File: src/rtl/rcu_clk_seq_pkg.sv
// Shared types for the RCU core-clock sequencer: state encoding and config width.
package rcu_clk_seq_pkg;

  localparam int unsigned RCU_CLK_CFG_WIDTH = 3;

  typedef enum logic [3:0] {
    BYPASS,
    GATE_A,
    PROG,
    LOCK,
    SETTLE,
    SW_ON,
    RUN,
    GATE_B,
    SW_OFF,
    FAIL
  } rcu_clk_state_e;

endpackage

File: src/rtl/rcu_sync2.sv
// Two-flop synchronizer with synchronous active-low reset to 0.
module rcu_sync2 (
  input  logic clk_i,
  input  logic rst_n_i,
  input  logic d_i,
  output logic q_o
);

  logic meta;

  always_ff @(posedge clk_i) begin
    if (!rst_n_i) begin
      meta <= 1'b0;
      q_o  <= 1'b0;
    end else begin
      meta <= d_i;
      q_o  <= meta;
    end
  end

endmodule

File: src/rtl/rcu_clk_seq.sv
// Core PLL bring-up/tear-down sequencer with glitch-free bypass/PLL clock mux switching.
module rcu_clk_seq
  import rcu_clk_seq_pkg::*;
#(
  parameter int unsigned GATE_CYCLES   = 4,
  parameter int unsigned SETTLE_CYCLES = 16,
  parameter int unsigned LOCK_TIMEOUT  = 4096,
  parameter int unsigned CNT_WIDTH     = 16
) (
  input  logic                         clk_i,
  input  logic                         rst_n_i,
  input  logic                         pll_en_i,
  input  logic [RCU_CLK_CFG_WIDTH-1:0] clk_cfg_i,
  input  logic                         pll_lock_i,
  output logic [RCU_CLK_CFG_WIDTH-1:0] pll_cfg_o,
  output logic                         pll_pd_o,
  output logic                         clk_sel_o,
  output logic                         clk_gate_en_o,
  output logic                         busy_o,
  output logic                         cfg_done_o,
  output logic                         timeout_o
);

  localparam logic [CNT_WIDTH-1:0] GATE_LOAD   = CNT_WIDTH'(GATE_CYCLES - 1);
  localparam logic [CNT_WIDTH-1:0] SETTLE_LOAD = CNT_WIDTH'(SETTLE_CYCLES - 1);
  localparam logic [CNT_WIDTH-1:0] LOCK_LOAD   = CNT_WIDTH'(LOCK_TIMEOUT - 1);

  rcu_clk_state_e                 state_q, state_d;
  logic [CNT_WIDTH-1:0]           cnt_q, cnt_d;
  logic                           repwr_q, repwr_d;
  logic                           lock_s;
  logic                           req, cfg_chg, cnt_zero;
  logic [RCU_CLK_CFG_WIDTH-1:0]   pll_cfg_d;
  logic                           pd_d, sel_d, gate_d, busy_d, done_d, timeout_d;

  rcu_sync2 u_lock_sync (
    .clk_i   (clk_i),
    .rst_n_i (rst_n_i),
    .d_i     (pll_lock_i),
    .q_o     (lock_s)
  );

  assign req      = pll_en_i & ~timeout_o;
  assign cfg_chg  = (clk_cfg_i != pll_cfg_o);
  assign cnt_zero = (cnt_q == '0);

  // Next state; repwr_d marks the one-cycle PLL power-down that precedes a relock.
  always_comb begin
    state_d = state_q;
    cnt_d   = cnt_zero ? '0 : cnt_q - CNT_WIDTH'(1);
    repwr_d = 1'b0;
    case (state_q)
      BYPASS: begin
        if (req) begin
          state_d = GATE_A;
          cnt_d   = GATE_LOAD;
        end
      end
      GATE_A: begin
        if (!pll_en_i)     state_d = BYPASS;
        else if (cnt_zero) state_d = PROG;
      end
      PROG: begin
        if (!pll_en_i) begin
          state_d = BYPASS;
        end else if (!repwr_q) begin
          state_d = LOCK;
          cnt_d   = LOCK_LOAD;
        end
      end
      LOCK: begin
        if (!pll_en_i) begin
          state_d = BYPASS;
        end else if (cfg_chg) begin
          state_d = PROG;
          repwr_d = 1'b1;
        end else if (lock_s) begin
          state_d = SETTLE;
          cnt_d   = SETTLE_LOAD;
        end else if (cnt_zero) begin
          state_d = FAIL;
        end
      end
      SETTLE: begin
        if (!pll_en_i) begin
          state_d = BYPASS;
        end else if (cfg_chg) begin
          state_d = PROG;
          repwr_d = 1'b1;
        end else if (!lock_s) begin
          state_d = LOCK;
          cnt_d   = LOCK_LOAD;
        end else if (cnt_zero) begin
          state_d = SW_ON;
          cnt_d   = GATE_LOAD;
        end
      end
      SW_ON: begin
        if (cnt_zero) begin
          state_d = pll_en_i ? RUN : GATE_B;
          cnt_d   = GATE_LOAD;
        end
      end
      RUN: begin
        if (!pll_en_i || cfg_chg || !lock_s) begin
          state_d = GATE_B;
          cnt_d   = GATE_LOAD;
        end
      end
      GATE_B: begin
        if (cnt_zero) begin
          state_d = SW_OFF;
          cnt_d   = GATE_LOAD;
        end
      end
      SW_OFF: begin
        if (cnt_zero) begin
          if (req) begin
            state_d = PROG;
            repwr_d = 1'b1;
          end else begin
            state_d = BYPASS;
          end
        end
      end
      FAIL:    state_d = BYPASS;
      default: state_d = BYPASS;
    endcase
  end

  // Output decode from the next state so registered outputs line up with state_q.
  always_comb begin
    pd_d   = 1'b1;
    sel_d  = 1'b0;
    gate_d = 1'b0;
    busy_d = 1'b1;
    case (state_d)
      BYPASS: begin
        gate_d = 1'b1;
        busy_d = 1'b0;
      end
      PROG:           pd_d = repwr_d;
      LOCK, SETTLE:   pd_d = 1'b0;
      SW_ON, GATE_B: begin
        pd_d  = 1'b0;
        sel_d = 1'b1;
      end
      RUN: begin
        pd_d   = 1'b0;
        sel_d  = 1'b1;
        gate_d = 1'b1;
        busy_d = 1'b0;
      end
      SW_OFF:  pd_d = 1'b0;
      FAIL:    gate_d = 1'b1;
      default: pd_d = 1'b1;
    endcase
    pll_cfg_d = (state_d == PROG && !repwr_d) ? clk_cfg_i : pll_cfg_o;
    done_d    = (state_d == RUN) && (state_q != RUN);
    timeout_d = pll_en_i & (timeout_o | (state_d == FAIL));
  end

  always_ff @(posedge clk_i) begin
    if (!rst_n_i) begin
      state_q       <= BYPASS;
      cnt_q         <= '0;
      repwr_q       <= 1'b0;
      pll_cfg_o     <= '0;
      pll_pd_o      <= 1'b1;
      clk_sel_o     <= 1'b0;
      clk_gate_en_o <= 1'b1;
      busy_o        <= 1'b0;
      cfg_done_o    <= 1'b0;
      timeout_o     <= 1'b0;
    end else begin
      state_q       <= state_d;
      cnt_q         <= cnt_d;
      repwr_q       <= repwr_d;
      pll_cfg_o     <= pll_cfg_d;
      pll_pd_o      <= pd_d;
      clk_sel_o     <= sel_d;
      clk_gate_en_o <= gate_d;
      busy_o        <= busy_d;
      cfg_done_o    <= done_d;
      timeout_o     <= timeout_d;
    end
  end

endmodule

File: config.mk
export PLATFORM = sky130hd
export DESIGN_NAME = rcu_clk_seq
export DESIGN_NICKNAME = d
export VERILOG_FILES = /design/src/rtl/rcu_clk_seq_pkg.sv /design/src/rtl/rcu_sync2.sv /design/src/rtl/rcu_clk_seq.sv
export SDC_FILE = /design/constraint.sdc
export NUM_CORES = 1
export LEC_CHECK = 0
export ABC_CLOCK_PERIOD_IN_PS = 3700
export CAP_MARGIN = 0
export CORE_MARGIN = 4
export CORE_UTILIZATION = 30
export DETAILED_ROUTE_END_ITERATION = 7
export GPL_TIMING_DRIVEN = 0
export PLACE_DENSITY_LB_ADDON = 0.12
export SETUP_SLACK_MARGIN = 0.05
export SYNTH_ARGS = -nofsm -noshare
export SYNTH_HDL_FRONTEND = slang
export SYNTH_HIERARCHICAL = 1
export SYNTH_SLANG_ARGS = --single-unit
File: constraint.sdc
create_clock -name clk_i -period 3.7 [get_ports clk_i]
set_input_delay 0.74 -clock clk_i [delete_from_list [all_inputs] [get_ports clk_i]]
set_output_delay 0.74 -clock clk_i [all_outputs]
set_load 0.1 [all_outputs]
Word level (Yosys, flattened, before mapping)
Cells that the tools add are included.
Widths: inputs -> output; s select.
{ "classes": {"bitwise_logic": 4, "n_eq_ne": 18, "add_sub_neg": 1, "reduce_logical": 16, "muxes": 42} }
{ "ops": {"columns": ["cell", "count"], "rows": [
  ["$mux 16", 12],
  ["$pmux 16 s6", 1],
  ["$mux 4", 17],
  ["$pmux 4 s9", 1],
  ["$eq 4x3->1 const B", 8],
  ["$eq 4x2->1 const B", 4],
  ["$logic_not 16->1", 1],
  ["$sub 16x1->16 const B", 1],
  ["$eq 4x4->1 const B", 3],
  ["$logic_not 4->1", 2],
  ["$mux 1", 8],
  ["$reduce_or 2->1", 3],
  ["$reduce_or 3->1", 2],
  ["$reduce_or 6->1", 1],
  ["$eq 4x1->1 const B", 1],
  ["$ne 4x3->1 const B", 1],
  ["$pmux 1 s2", 2],
  ["$logic_not 1->1", 3],
  ["$ne 3x3->1", 1],
  ["$and 1x1->1", 2],
  ["$logic_and 1x1->1", 2],
  ["$logic_or 1x1->1", 2],
  ["$mux 2", 1],
  ["$not 1->1", 1],
  ["$or 1x1->1", 1]
]} }
{ "totals": {"word_cells": 93, "inputBits": 7, "output_inout_bits": 9, "reg_bits": 32} }

Depth between registers and ports, before layout
{ "logic_depth": {"word_depth": 9, "ltp_mapped": 10, "ltp_nobuf": 9} }

Modules after synthesis
Netlist, hierarchy kept.
{ "by_module_without_submodules": {"columns": ["module", "cells_per_inst", "seq_area_each_um2", "area_per_inst_um2", "instances"], "rows": [
  ["rcu_clk_seq", 207, 600.6, 1690.4, 1],
  ["rcu_sync2", 4, 40.0, 52.6, 1]
]} }

Worst setup path before layout
OpenSTA, ideal clock, no wires.
{ "synth_timing": {"path_kind": "flip-flop to flip-flop", "start": "register cnt_q[0]", "end": "register clk_gate_en_o", "slack_ps": 602, "required_time_ps": 3580, "arrival_time_ps": 2979, "setup_ps": 120, "synth_period_minus_slack_ps": 3098, "path_buffers": 1, "path_stages_with_launch": 10, "cell_sequence": "dfxtp_1 -> inv_1 -> ha_1 -> or4b_2 -> buf_2 -> or4_1 -> o31ai_1 -> a211o_1 -> mux2_4 -> a211o_1"} }
{ "synth_via": {"elab_chain_cells": 9, "word_cells_on_any_way": 20, "cone_classes": "2 x eq/ne; 15 x mux; 3 x reduce/logical"} }
{ "synth_lines": {"columns": ["item", "line_no", "rtl"], "rows": [
  ["start: declaration", "rcu_clk_seq.sv:29", "logic [CNT_WIDTH-1:0] cnt_q, cnt_d;"],
  ["start signal: assignment", "rcu_clk_seq.sv:177", "cnt_q <= cnt_d;"],
  ["$logic_not 16->1 *", "rcu_clk_seq.sv:45", "assign cnt_zero = (cnt_q == '0);"],
  ["$mux 4, on equally long branches", "rcu_clk_seq.sv:93, rcu_clk_seq.sv:80", null],
  ["$mux 4, on equally long branches", "rcu_clk_seq.sv:90, rcu_clk_seq.sv:77", null],
  ["$mux 4, on equally long branches", "rcu_clk_seq.sv:87, rcu_clk_seq.sv:74", null],
  ["$mux 4, on equally long branches", "rcu_clk_seq.sv:85, rcu_clk_seq.sv:72", null],
  ["$pmux 4 s9 *", "rcu_clk_seq.sv:52", "case (state_q)"],
  ["$eq 4x3->1, or another cell as far along", "rcu_clk_seq.sv:137", "case (state_d)"],
  ["$reduce_or 3->1 (no line) *", null, null],
  ["$mux 1 *", "rcu_clk_seq.sv:137", null],
  ["end signal: assignment", "rcu_clk_seq.sv:182", "clk_gate_en_o <= gate_d;"],
  ["end: declaration", "rcu_clk_seq.sv:18", "output logic clk_gate_en_o,"]
]} }
Every way passes the cells marked *; elsewhere a longest branch is shown, timed or not.
A chain may end at the register's enable or synchronous reset.

Final worst setup path
Same ends and word-level chain as after synthesis.

==> results.py <==
metrics = {
    "placement": {
        "dp.cells": 298,
        "dp_hpwl_mm": 3.06,
        "io_buffers": 15,
        "dpl_cell_area_um2": 1980,
        "post-place-ws_ns": -0.306,
        "gp_congestion": 0.918,
    },
    "yosys": {
        "synthDominantCellAreaShare_pct": 36.8,
        "synth_area_um2": 1740,
        "yosysWarnings": 6,
        "synth_cells": 211,
        "synthArstFlopShare_pct": 0,
        "ys_types": 47,
        "seq_area_frac_synth_pct": 36.8,
        "synth.area.top_cells": "dfxtp_1 (37%), o21ai_0 (5.5%), xor2_1 (5.0%)",
        "synth_flop_cell": "dfxtp_1",
        "synth-seq-cells": 32,
        "syn-num-nets": 219,
        "syn_avg_cell_area_um2": 8.26,
        "synth_edf_count": 0,
        "yosysTopAreaCell": "dfxtp_1",
    },
    "floorplan": {
        "ios": 16,
        "die_h_um": 84.2,
        "initial_core_util_pct": 31.3,
        "die_w_um": 84.2,
        "rows": 27,
        "core-area_um2": 5570,
        "fp.dieArea_um2": 7090,
    },
    "finish": {
        "syn_to_final_growth_pct": 19.2,
        "fin_util_pct": 37.3,
        "stdcell_area_um2": 2080,
        "fin_nets": 241,
        "drive_gt1_share_pct": 8.15,
        "diodes": 0,
        "final_cell_count_no_fill": 305,
    },
    "power": {
        "leakage_nw": 0.810,
        "ir_worst_vdd_mv": 0.284,
        "p_per_area_nw_per_um2": 817,
    },
    "detailed_routing": {
        "vias_per_cell": 5.10,
        "drcViolationCount": 0,
        "drt_iter0_markers": 81,
        "vias": 1555,
        "totalWireLength_mm": 4.19,
        "drt_first_pass_iters": 4,
        "routedWlPerCell_um": 13.7,
        "route.antenna.remaining_nets": 0,
    },
    "worst_hold_path": {
        "hold_path_depth": 1,
        "min_to": "u_lock_sync/q_o$_SDFF_PN0_",
        "hold_start": "u_lock_sync/meta$_SDFF_PN0_",
        "min_path_type": "reg2reg",
    },
    "global_route": {
        "antenna_found_initial": 0,
        "gr-usage-all-layers_pct": 12.7,
        "grt_first_pass_wirelength_mm": 7.36,
        "grt_max_degree": 11,
        "overflow": 0,
        "grt_pass1_vias": 1628,
    },
    "sta": {
        "fin_crit_sh_pct": 93.2,
        "hold_violations": 0,
        "max_freq_ghz": 0.290,
        "period_needed_ns": 3.45,
        "skew_ns": 0.00490,
        "drv_slew": 0,
        "rsz0062_at_grt": "no",
        "fin_ws_ns": 0.252,
        "relSlewSlack_pct": 34.8,
        "setup_viol": 0,
        "tightest_slew_ns": 0.975,
    },
    "critical_path": {
        "crit_path_start_kind": "flip-flop",
        "cp.required_ns": 3.88,
        "path_buf_inv": 2,
        "path_class": "reg2reg",
        "cp-end-kind": "flip-flop",
        "worst_path_most_repeated_cell": "a211o_1",
        "rrSetupSlack_ns": 0.25,
        "cp.arrival_ns": 3.62,
        "crit_fanout": 5,
        "ff2ff_path_depth": 9,
        "cpPeakStageDelay_ns": 0.61,
        "path_cells": "inv_1 -> ha_1 -> or4b_2 -> buf_2 -> or4_1 -> o31ai_2 -> a211o_1 -> mux2_4 -> a211o_1",
        "slowest_stage": "or4b_2",
        "path_depth": 9,
        "worst_path_dominant_cell_family": "simple AND/OR/NAND/NOR gates",
        "reg2reg_to": "clk_gate_en_o$_SDFF_PN1_",
        "r2r-start": "cnt_q[0]$_SDFF_PN0_",
    },
    "clock_network": {
        "ctsRootBufferMaster": "clkbuf_8",
        "tritoncts": "built",
        "clk-insertion-delay-late_ns": 0.28,
        "cts.htree.levels": 2,
        "cts_buffer_depth": 2,
        "cts.sinks": 32,
        "ctsHoldBuffers": 0,
        "cts.reportedPaths.clkPinSlew_ns": 0.07,
        "cts_made_buffers": 5,
    },
    "run_status": {
        "status": "completed",
    },
    "flow_run": {
        "max_cap_viol_count": 0,
    },
}
## registers in the layout, summed over array words and instances, names as in the netlist
| register | cells |
|---|---|
| pll_pd_o | 1 |
| u_lock_sync/meta | 1 |
| timeout_o | 1 |
| state_q | 4 |
| repwr_q | 1 |
| busy_o | 1 |
| clk_sel_o | 1 |
| pll_cfg_o | 3 |
| cfg_done_o | 1 |
| cnt_q | 16 |
| u_lock_sync/q_o | 1 |
| clk_gate_en_o | 1 |
## layout make-up
type                    count  area, um^2
fillers                   593        3500
clock buffers               6        72.6
multi-input cells         159        1040
plain buffers              10        38.8
clock inverters             1        5.00
repair buffers             15         150
flip-flops and latches     32         641
well taps                  72        90.1
inverters                  10        37.5
## cell usage in the layout (no fill, tap or decap), types with 2 or more instances in the layout
master           instances
xor2_1                  10
o21ai_0                 19
or4_1                    4
a21oi_1                  6
and2_1                   2
or3_1                    2
clkdlybuf4s50_1         15
a211o_1                  3
nor2_1                  22
o21ai_1                  2
inv_1                   10
clkbuf_1                10
mux2i_1                  3
nor2b_1                  6
nand2b_1                 4
nor3_1                   8
nor4b_1                  2
a211oi_1                 2
nand2_1                 20
nand3_1                  2
o211ai_1                 2
nor4_1                   2
o31ai_1                  4
clkbuf_8                 5
xnor2_1                  7
dfxtp_1                 32
mux2_2                   2
a31oi_1                  2
## logic make-up (layout without fill, tap and decap cells)
kind of cell | count (synthesis) | in the layout | synth area share [%]
AND/OR/NAND/NOR | 85 | 85 | 27.0
AO/OA/AOI/OAI | 50 | 50 | 18.7
flip-flops | 32 | 32 | 36.8
buffers and inverters | 20 | 42 | 4.38
XOR/XNOR | 17 | 17 | 8.54
multiplexers | 6 | 6 | 3.88
adder cells (fa/ha/maj) | 1 | 1 | 0.718
## worst max path at each step
stage,start,endpoint,slack [ns]
after floorplan,cnt_q[0]$_SDFF_PN0_,clk_gate_en_o$_SDFF_PN1_,0.60
after global placement,pll_en_i,pll_cfg_o[0]$_SDFFE_PN0P_,-0.35
after detailed placement,pll_en_i,pll_cfg_o[0]$_SDFFE_PN0P_,-0.31
after CTS,pll_en_i,clk_gate_en_o$_SDFF_PN1_,0.12
after global routing,pll_en_i,pll_cfg_o[0]$_SDFFE_PN0P_,0.10
final,cnt_q[0]$_SDFF_PN0_,clk_gate_en_o$_SDFF_PN1_,0.25
## where the power goes
part | total [W] | internal (W) | switching (W)
clock | 0.000255 | 0.000128 | 0.000128
sequential | 0.000552 | 0.000448 | 0.000104
combinational | 0.000891 | 0.000393 | 0.000498
total | 0.00170 | 0.000968 | 0.000730
## worst register-to-register path, cell delays in order, from the launching register on
cell and delay (ns):
dfxtp_1 0.35, inv_1 0.07, ha_1 0.23, or4b_2 0.61, buf_2 0.18, or4_1 0.60, o31ai_2 0.42, a211o_1 0.26
mux2_4 0.33, a211o_1 0.29
## metrics by stage
| step | power (W) | TNS [ns] | hold slack (ns) |
|---|---|---|---|
| 2_1_floorplan | 0.00127 | 0 | 0.406 |
| 3_3_place_gp | 0.00144 | -1.94 | 0.413 |
| 3_5_place_dp | 0.00144 | -1.58 | 0.430 |
| 4_1_cts | 0.00171 | 0 | 0.431 |
| 5_1_grt | 0.00186 | 0 | 0.447 |
| 6_report | 0.00170 | 0 | 0.431 |
## routing by layer
metal  up-vias  global-route usage (%)  wire length (um)  share of wire (%)
li1        791                       -                 -                  -
met1       724                    16.7              2040                 49
met2        26                    19.4              1890                 45
met3        14                    3.14               137                3.3
met4         0                    6.29               119                2.8
met5         -                       0                 0                  0
## cells in the mapped netlist, types with 2 or more instances
| cell type | number |
|---|---|
| or3_1 | 2 |
| nand3_1 | 2 |
| xnor2_1 | 7 |
| o21ai_0 | 19 |
| a211oi_1 | 2 |
| nor2b_1 | 6 |
| a21oi_1 | 6 |
| mux2_2 | 2 |
| nand2b_1 | 4 |
| clkbuf_1 | 9 |
| o31ai_1 | 5 |
| nor4b_1 | 3 |
| nor3_1 | 8 |
| a211o_1 | 3 |
| nand2_1 | 20 |
| a31oi_1 | 2 |
| nor4_1 | 3 |
| inv_1 | 10 |
| dfxtp_1 | 32 |
| and2_1 | 2 |
| mux2i_1 | 3 |
| o211ai_1 | 2 |
| or4_1 | 4 |
| xor2_1 | 10 |
| nor2_1 | 22 |
| o21ai_1 | 2 |
## repair_timing
action / CTS / global route
gates resized for setup: 1 / 2
setup buffers: 0 / 0
endpoints found under the setup margin: 4 / 1
Note: power is estimated with default switching activity, not from simulation.
